$ cat src/rtl/bcd_tick_counter.sv
// Prescaled multi-digit BCD event counter with per-digit >9 wrap and same-cycle carry ripple.
// Optional BCD_DOWN_COUNT_EN macro adds a `down` input for decrementing with borrow.

module bcd_digit (
  input  logic [3:0] cur,
  input  logic       cin,
  input  logic       down,
  input  logic [3:0] ld,
  output logic [3:0] nxt,
  output logic       cout,
  output logic       ld_bad
);
  logic [4:0] sum;

  assign sum    = {1'b0, cur} + 5'd1;
  assign ld_bad = (ld > 4'd9);

  always_comb begin
    nxt  = cur;
    cout = 1'b0;
    if (cin) begin
      if (down) begin
        if (cur == 4'd0) begin
          nxt  = 4'd9;
          cout = 1'b1;
        end else begin
          nxt = cur - 4'd1;
        end
      end else if (sum > 5'd9) begin
        nxt  = 4'd0;
        cout = 1'b1;
      end else begin
        nxt = sum[3:0];
      end
    end
  end
endmodule

module bcd_tick_counter #(
  parameter int DIGITS   = 4,
  parameter int PRESCALE = 100000000,
  parameter int PS_W     = 27
) (
  input  logic                  clk,
  input  logic                  rst,
  input  logic                  en,
  input  logic                  clr,
  input  logic                  load,
`ifdef BCD_DOWN_COUNT_EN
  input  logic                  down,
`endif
  input  logic [4*DIGITS-1:0]   load_val,
  output logic [4*DIGITS-1:0]   bcd,
  output logic                  tick,
  output logic                  carry_out,
  output logic                  ovf,
  output logic                  load_err
);
  logic [PS_W-1:0]            ps;
  logic [DIGITS-1:0][3:0]     cur, nxt, ldv;
  logic [DIGITS-1:0]          bad;
  logic [DIGITS:0]            chain;
  logic                       dn, step, load_ok, wrap;

`ifdef BCD_DOWN_COUNT_EN
  assign dn = down;
`else
  assign dn = 1'b0;
`endif

  assign cur      = bcd;
  assign ldv      = load_val;
  assign chain[0] = 1'b1;
  assign wrap     = chain[DIGITS];
  assign load_ok  = ~|bad;
  assign step     = en && (ps == PS_W'(PRESCALE - 1));

  // carry/borrow ripples through every digit combinationally
  for (genvar i = 0; i < DIGITS; i++) begin : g_dig
    bcd_digit u_dig (
      .cur    (cur[i]),
      .cin    (chain[i]),
      .down   (dn),
      .ld     (ldv[i]),
      .nxt    (nxt[i]),
      .cout   (chain[i+1]),
      .ld_bad (bad[i])
    );
  end

  always_ff @(posedge clk) begin
    if (rst || clr) begin
      ps        <= '0;
      bcd       <= '0;
      ovf       <= 1'b0;
      tick      <= 1'b0;
      carry_out <= 1'b0;
      load_err  <= 1'b0;
    end else begin
      tick      <= 1'b0;
      carry_out <= 1'b0;
      load_err  <= 1'b0;
      if (en) ps <= step ? '0 : ps + 1'b1;
      // a valid load swallows a coincident step; the prescaler still wraps
      if (load && load_ok) begin
        bcd <= load_val;
      end else begin
        load_err <= load;
        if (step) begin
          bcd       <= nxt;
          tick      <= 1'b1;
          carry_out <= wrap;
          if (wrap) ovf <= 1'b1;
        end
      end
    end
  end
endmodule

$ cat config.mk
export PLATFORM = sky130hd
export DESIGN_NAME = bcd_tick_counter
export DESIGN_NICKNAME = d
export VERILOG_FILES = /design/src/rtl/bcd_tick_counter.sv
export SDC_FILE = /design/constraint.sdc
export NUM_CORES = 1
export LEC_CHECK = 0
export ABC_AREA = 1
export CAP_MARGIN = 20
export CORE_ASPECT_RATIO = 1.4
export CORE_MARGIN = 4
export CORE_UTILIZATION = 50
export CTS_BUF_LIST = sky130_fd_sc_hd__clkbuf_2
export DETAILED_ROUTE_END_ITERATION = 8
export GPL_ROUTABILITY_DRIVEN = 0
export PLACE_DENSITY = 0.72
export SLEW_MARGIN = 0
export SYNTH_ARGS = -nofsm -noshare
export SYNTH_HDL_FRONTEND = slang
export SYNTH_HIERARCHICAL = 1
export SYNTH_SLANG_ARGS = --single-unit
$ cat constraint.sdc
create_clock -name clk -period 2.8 [get_ports clk]
set_input_delay 0.56 -clock clk [delete_from_list [all_inputs] [get_ports clk]]
set_output_delay 0.56 -clock clk [all_outputs]
set_load 0.02 [all_outputs]
==> results_dict.tcl <==
set metrics [dict create \
    grt_max_degree 67 \
    arrival_ns 2.90 \
    worst_clock_skew_ns 0.02762 \
    synth_top_cell_by_area "dfxtp_1" \
    max_slew.worst_pin.slew_ns 0.5166 \
    r2r_end "bcd[12]" \
    synth_top_area_share_pct 23.87 \
    design.final.nets 769 \
    antenna_cells 0 \
    synth_warnings 6 \
    num_vias 4056 \
    critPathMostFrequentCell "nand2_1" \
    drt_iter0_drc 214 \
    fin_cells 835 \
    cts.sinks 47 \
    antenna_found_initial 0 \
    register_area_sq_um 947.2 \
    end_kind "flop" \
    synth_seq_area_share_pct 23.87 \
    layout_commonest_cell "nand2_1" \
    synthTopCellsByArea "dfxtp_1 (24%), nand2_1 (15%), inv_1 (10%)" \
    finalHoldViolations 0 \
    dp_hpwl_um 7406 \
    via_per_inst 4.857 \
    p_per_area_nw_per_um2 275.7 \
    synthXorXnorAreaFrac_pct 2.667 \
    finalSetupTns_ns 0 \
    areaGrowthSynthToFinish_pct 18.60 \
    final_cell_mix "nand2_1 (154), nor2_1 (104), inv_1 (102)" \
    power.total_mw 1.289 \
    slew_headroom_pct 65.52 \
    critical_path_class "flop to flop" \
    drive_above_1_share_pct 14.29 \
    grt_pass1_vias 3767 \
    ys_ff_latch 47 \
    ios 41 \
    critPathRequiredTime_ns 3.14 \
    period_minus_slack_ns 2.562 \
    critPathLaunchType "flop" \
    vdd_ir_drop_max_mv 0.3625 \
    hold_class "flop to flop" \
    drv_slew 0 \
    dieHeight_um 113.1 \
    drc 0 \
    synthMuxAreaShare_pct 0 \
    cts_tree "built" \
    track_usage_pct 20.54 \
    drv_cap 0 \
    period_share_pct 91.51 \
    regToRegSetupSlack_ns 0.24 \
    synth_compound_area_share_pct 10.95 \
    wl_per_cell_um 11.43 \
    dpl_cell_area_sq_um 4547 \
    start_util_pct 51.17 \
    grt.overflow.total 0 \
    syn_inst 660 \
    htreeDepth 2 \
    die_area_sq_um 9387 \
    clk_pin_slew_ns 0.24 \
    cp_slowest_stage_delay_ns 0.41 \
    cts_root_buf "clkbuf_2" \
    cp_max_fo 5 \
    cp_slowest_cell "dfxtp_2" \
    cts_hold_buf 0 \
    fillers 783 \
    synth_top_family_by_area "simple AND/OR/NAND/NOR gates" \
    multi_input_area_sq_um 2552 \
    final_util_pct 60.69 \
    final_area_sq_um 4674 \
    syn_area_sq_um 3941 \
    drtAntennaViolNets 0 \
    power.leakage_nw 2.238 \
    fp-row-count 38 \
    clk_latency_ns 0.40 \
    core_area_sq_um 7702 \
    status "finished clean" \
    r2r_cells 22 \
    grt_pass1_wl_um 16350 \
    yosysUniqueCellTypes 29 \
    postSynthAreaPerCell_sq_um 5.972 \
    dp.cells 822 \
    synth_fa_ha_area_share_pct 4.127 \
    drtPass1Iterations 4 \
    dieWidth_um 83.04 \
    cts_buffer_depth 2 \
    setup_violations 0 \
    critical_path.startpoint "bcd[1]" \
    crit_chain "inv_1, ha_1, inv_1, nand2_1, nand2_1, nand2_2, nand2_2, nand2_1, nand2_2, a21oi_4, inv_2, a21oi_2, inv_2, a21oi_4, inv_1, a21oi_1, nand2_1, nand2_1, nand2_1, o21ai_0, a21oi_1, nor2_1" \
    reg2reg_from "bcd[1]" \
    drt-total-wl_um 9547 \
    numCtsBuffers 5 \
    crit_end "bcd[12]" \
    max_freq_mhz 390.3 \
    synthSimpleGateAreaFrac_pct 43.75 \
    io_buffers 40 \
]
## Yosys cell counts
cell / n
ha_1: 13
inv_1: 105
buf_2: 5
a21oi_2: 8
xor2_1: 9
o21a_1: 4
nand4_2: 4
buf_6: 8
buf_4: 1
xnor2_1: 3
nor2_4: 6
buf_1: 2
a21oi_1: 42
dfxtp_1: 47
nor3_1: 10
o21ai_0: 18
inv_2: 10
nand4_1: 6
nor3_2: 1
nand3_2: 7
clkbuf_1: 2
nand2_4: 1
nand2_2: 30
nor2_2: 5
conb_1: 2
nand3_1: 48
nor2_1: 104
nand2_1: 154
a31oi_1: 5
## per-layer routing
metal	part of all wire (%)	vias up	routed length (um)	track usage (%)
met3	3.4	10	321	3.277
met5	0	-	0	0
met1	41	1831	3928	21.55
met4	1.2	0	112	4.798
met2	54	66	5184	41.81
li1	-	2149	-	-
## logic make-up after synthesis
family / after synthesis
and+or+nand+nor: 376
buffers and inverters: 133
AOI/OAI and AO/OA: 77
DFF: 47
adders and majority gates: 13
xor gates and xnor gates: 12
other: 2
## power breakdown
part / switching (mW) / internal (mW)
logic: 0.135 / 0.105
clock network: 0.216 / 0.146
registers: 0.0116 / 0.676
total: 0.362 / 0.927
## worst max-delay path, delay by kind of cell, from the launching register on
kind	cells	cell delay [ns]
DFF	1	0.41
buffers and inverters	5	0.39
and+or+nand+nor	10	0.70
AOI/OAI and AO/OA	6	0.73
adders and majority gates	1	0.28
## timing repair
action | CTS | global route
endpoints found under the setup margin | 3 | 4
gates cloned | 0 | 0
resized for setup | 1 | 7
pin swaps | 0 | 1
setup buffers | 0 | 6
## state kept, by name, indices dropped and copies added (netlist names)
name	cells
ovf	1
load_err	1
tick	1
bcd	16
carry_out	1
ps	27
## how the worst min path moves through the flow
stage,startpoint,slack (ns),depth (start not counted),endpoint
floorplan,ps[22],0.47,2,ps[22]
detailed placement,ovf,0.46,2,ovf
finish,ovf,0.49,2,ovf
CTS,ovf,0.49,2,ovf
global route,ovf,0.52,2,ovf
global placement,ovf,0.46,2,ovf
## cell type report
cell class | instances | area share, %
tap | 100 | 2.677
multi-input combinational | 507 | 54.60
clock inverter | 2 | 0.8030
timing repair buffer | 59 | 11.88
inverter | 115 | 9.234
clock buffer | 5 | 0.5353
sequential | 47 | 20.26
## per-stage QoR
step	setup WS (ns)	hold slack (ns)
4_1_cts	0.02064	0.4946
3_5_place_dp	-0.005680	0.4595
6_report	0.2378	0.4863
3_3_place_gp	0.1237	0.4628
2_1_floorplan	0.01380	0.4734
5_1_grt	-0.03342	0.5234
Note: power is estimated with default switching activity, not from simulation.
==> variant: new RTL, same flow settings <==
The option `BCD_DOWN_COUNT_EN` is turned on by a define.
--- a/src/rtl/bcd_tick_counter.sv
+++ b/src/rtl/bcd_tick_counter.sv
@@ -2,2 +2,4 @@
 // Optional BCD_DOWN_COUNT_EN macro adds a `down` input for decrementing with borrow.
+
+`define BCD_DOWN_COUNT_EN
 
Interface: changed (added down); port bits go from 41 to 42. The function was not compared with the original's and may differ.
==> variant against the unedited design <==
Combinational power is 4% higher; total power fell by 6.0%; highest routed layer unchanged; sequential cell count stayed put; clock power fell by 24%; wire length grew 5.5%; setup slack got worse by 0.012 ns; final area down 2.0%; area after synthesis about the same; sequential share of layout area grew 0.44 points.
==> variant: results (changes against the unedited design) <==
- Clock transition at the registers of the reported paths: 0.25 ns
- Synth Area in XOR/XNOR: 2.669% (about the same)
- Post-synthesis compound-gate area fraction: 10.96% (about the same)
- Nets@finish: 749 (-2.6%)
- Mapped Cells: 659 (-0.15%)
- Placed Area: 4474 um2 (-1.6%)
- Wl on met1: 4.072 mm (+3.7%)
- Met1 usage: 22.77% (+1.2 points)
- Slowest CP cell: dfxtp_4
- VDD IR max: 253.0 uV (-30%)
- Clk Latency, worst-skew pair: 0.43 ns (+0.03 ns)
- GRT met2 Usage: 43.52% (+1.7 points)
- Met3 routed WL: 368 um (+15%)
- Static Leak: 2.189 nW (-2.2%)
- Via density: 5.086 (+4.7%)
- Seq/Total Area, Yosys: 23.90% (about the same)
- Total track usage: 21.87% (+1.3 points)
- Adder-cell share of the synthesized area: 4.131% (about the same)
- Buffers excl. clock: 62 (+5.1%)
- Signal buf overhead: 12.67% (+0.79 points)
- Max incr delay on CP: 0.45 ns (+0.04 ns)
- Cell area after layout: 4582 um2 (-2.0%)
- DRT iter0 DRCs: 264 (+23%)
- Pre-antenna DRT Iters: 5 (+1)
- Drt wl/cell: 12.38 um (+8.3%)
- Multi-input combinational area share: 53.74% (-0.86 points)
- Multi-In Gates: 483 (-4.7%)
- CP max FO: 7 (+2)
- Clock network area share: 0.7373% (-0.60 points)
- Dpl ws: 0.05555 ns (+0.06123 ns)
- Status: finished, final reports clean
- Vias in the first global route: 3997 (+6.1%)
- First-pass GRT wire length: 17.35 mm (+6.1%)
- DR top layer: met4
- Layout cells sized above 1: 14.85% (+0.56 points)
- Layout area overhead: 16.36%
- Met3 usage: 3.496% (+0.22 points)
- Arrival time worst endpoint: 2.95 ns (+0.05 ns)
- Via Count: 4140 (+2.1%)
- Inverters: 115 (unchanged)
- Max Cap Viol: 0 (unchanged)
- Port Buf Inserts: 41 (+2.5%)
- Final setup skew: 0.02525 ns (-0.002367 ns)
- Inst Count DP: 800 (-2.7%)
- Fillers: 759 (-3.1%)
- Largest cells by area after synthesis: dfxtp_1 (24%), nand2_1 (15%), inv_1 (10%)
- Wire length on met2: 5.374 mm (+3.7%)
- Post-detail-place hpwl: 7.517 mm (+1.5%)
variant: cell types whose count changed after synthesis:
cell    before  now
conb_1       2    1
variant: report_power, final:
part | total [W] | switching, W | internal, W
clock network | 0.000276 | 0.000223 | 0.0000528
registers | 0.000687 | 0.0000114 | 0.000675
logic | 0.000249 | 0.000141 | 0.000108
total | 0.00121 | 0.000375 | 0.000836
variant: final timing paths:
kind | to | cells past startpoint | slack [ns] | start
worst max-delay path | bcd[14] | 21 | 0.23 | bcd[0]
worst min-delay path | ovf | 2 | 0.49 | ovf
worst max register to register | bcd[14] | 21 | 0.23 | bcd[0]
worst min register to register | ovf | 2 | 0.49 | ovf
variant: repair_timing:
| item | 4_1_cts | 5_1_grt |
|---|---|---|
| setup buffers | 0 | 7 |
| endpoints found under the setup margin | 1 | 4 |
| gates cloned | 0 | 0 |
| resized for setup | 2 | 7 |
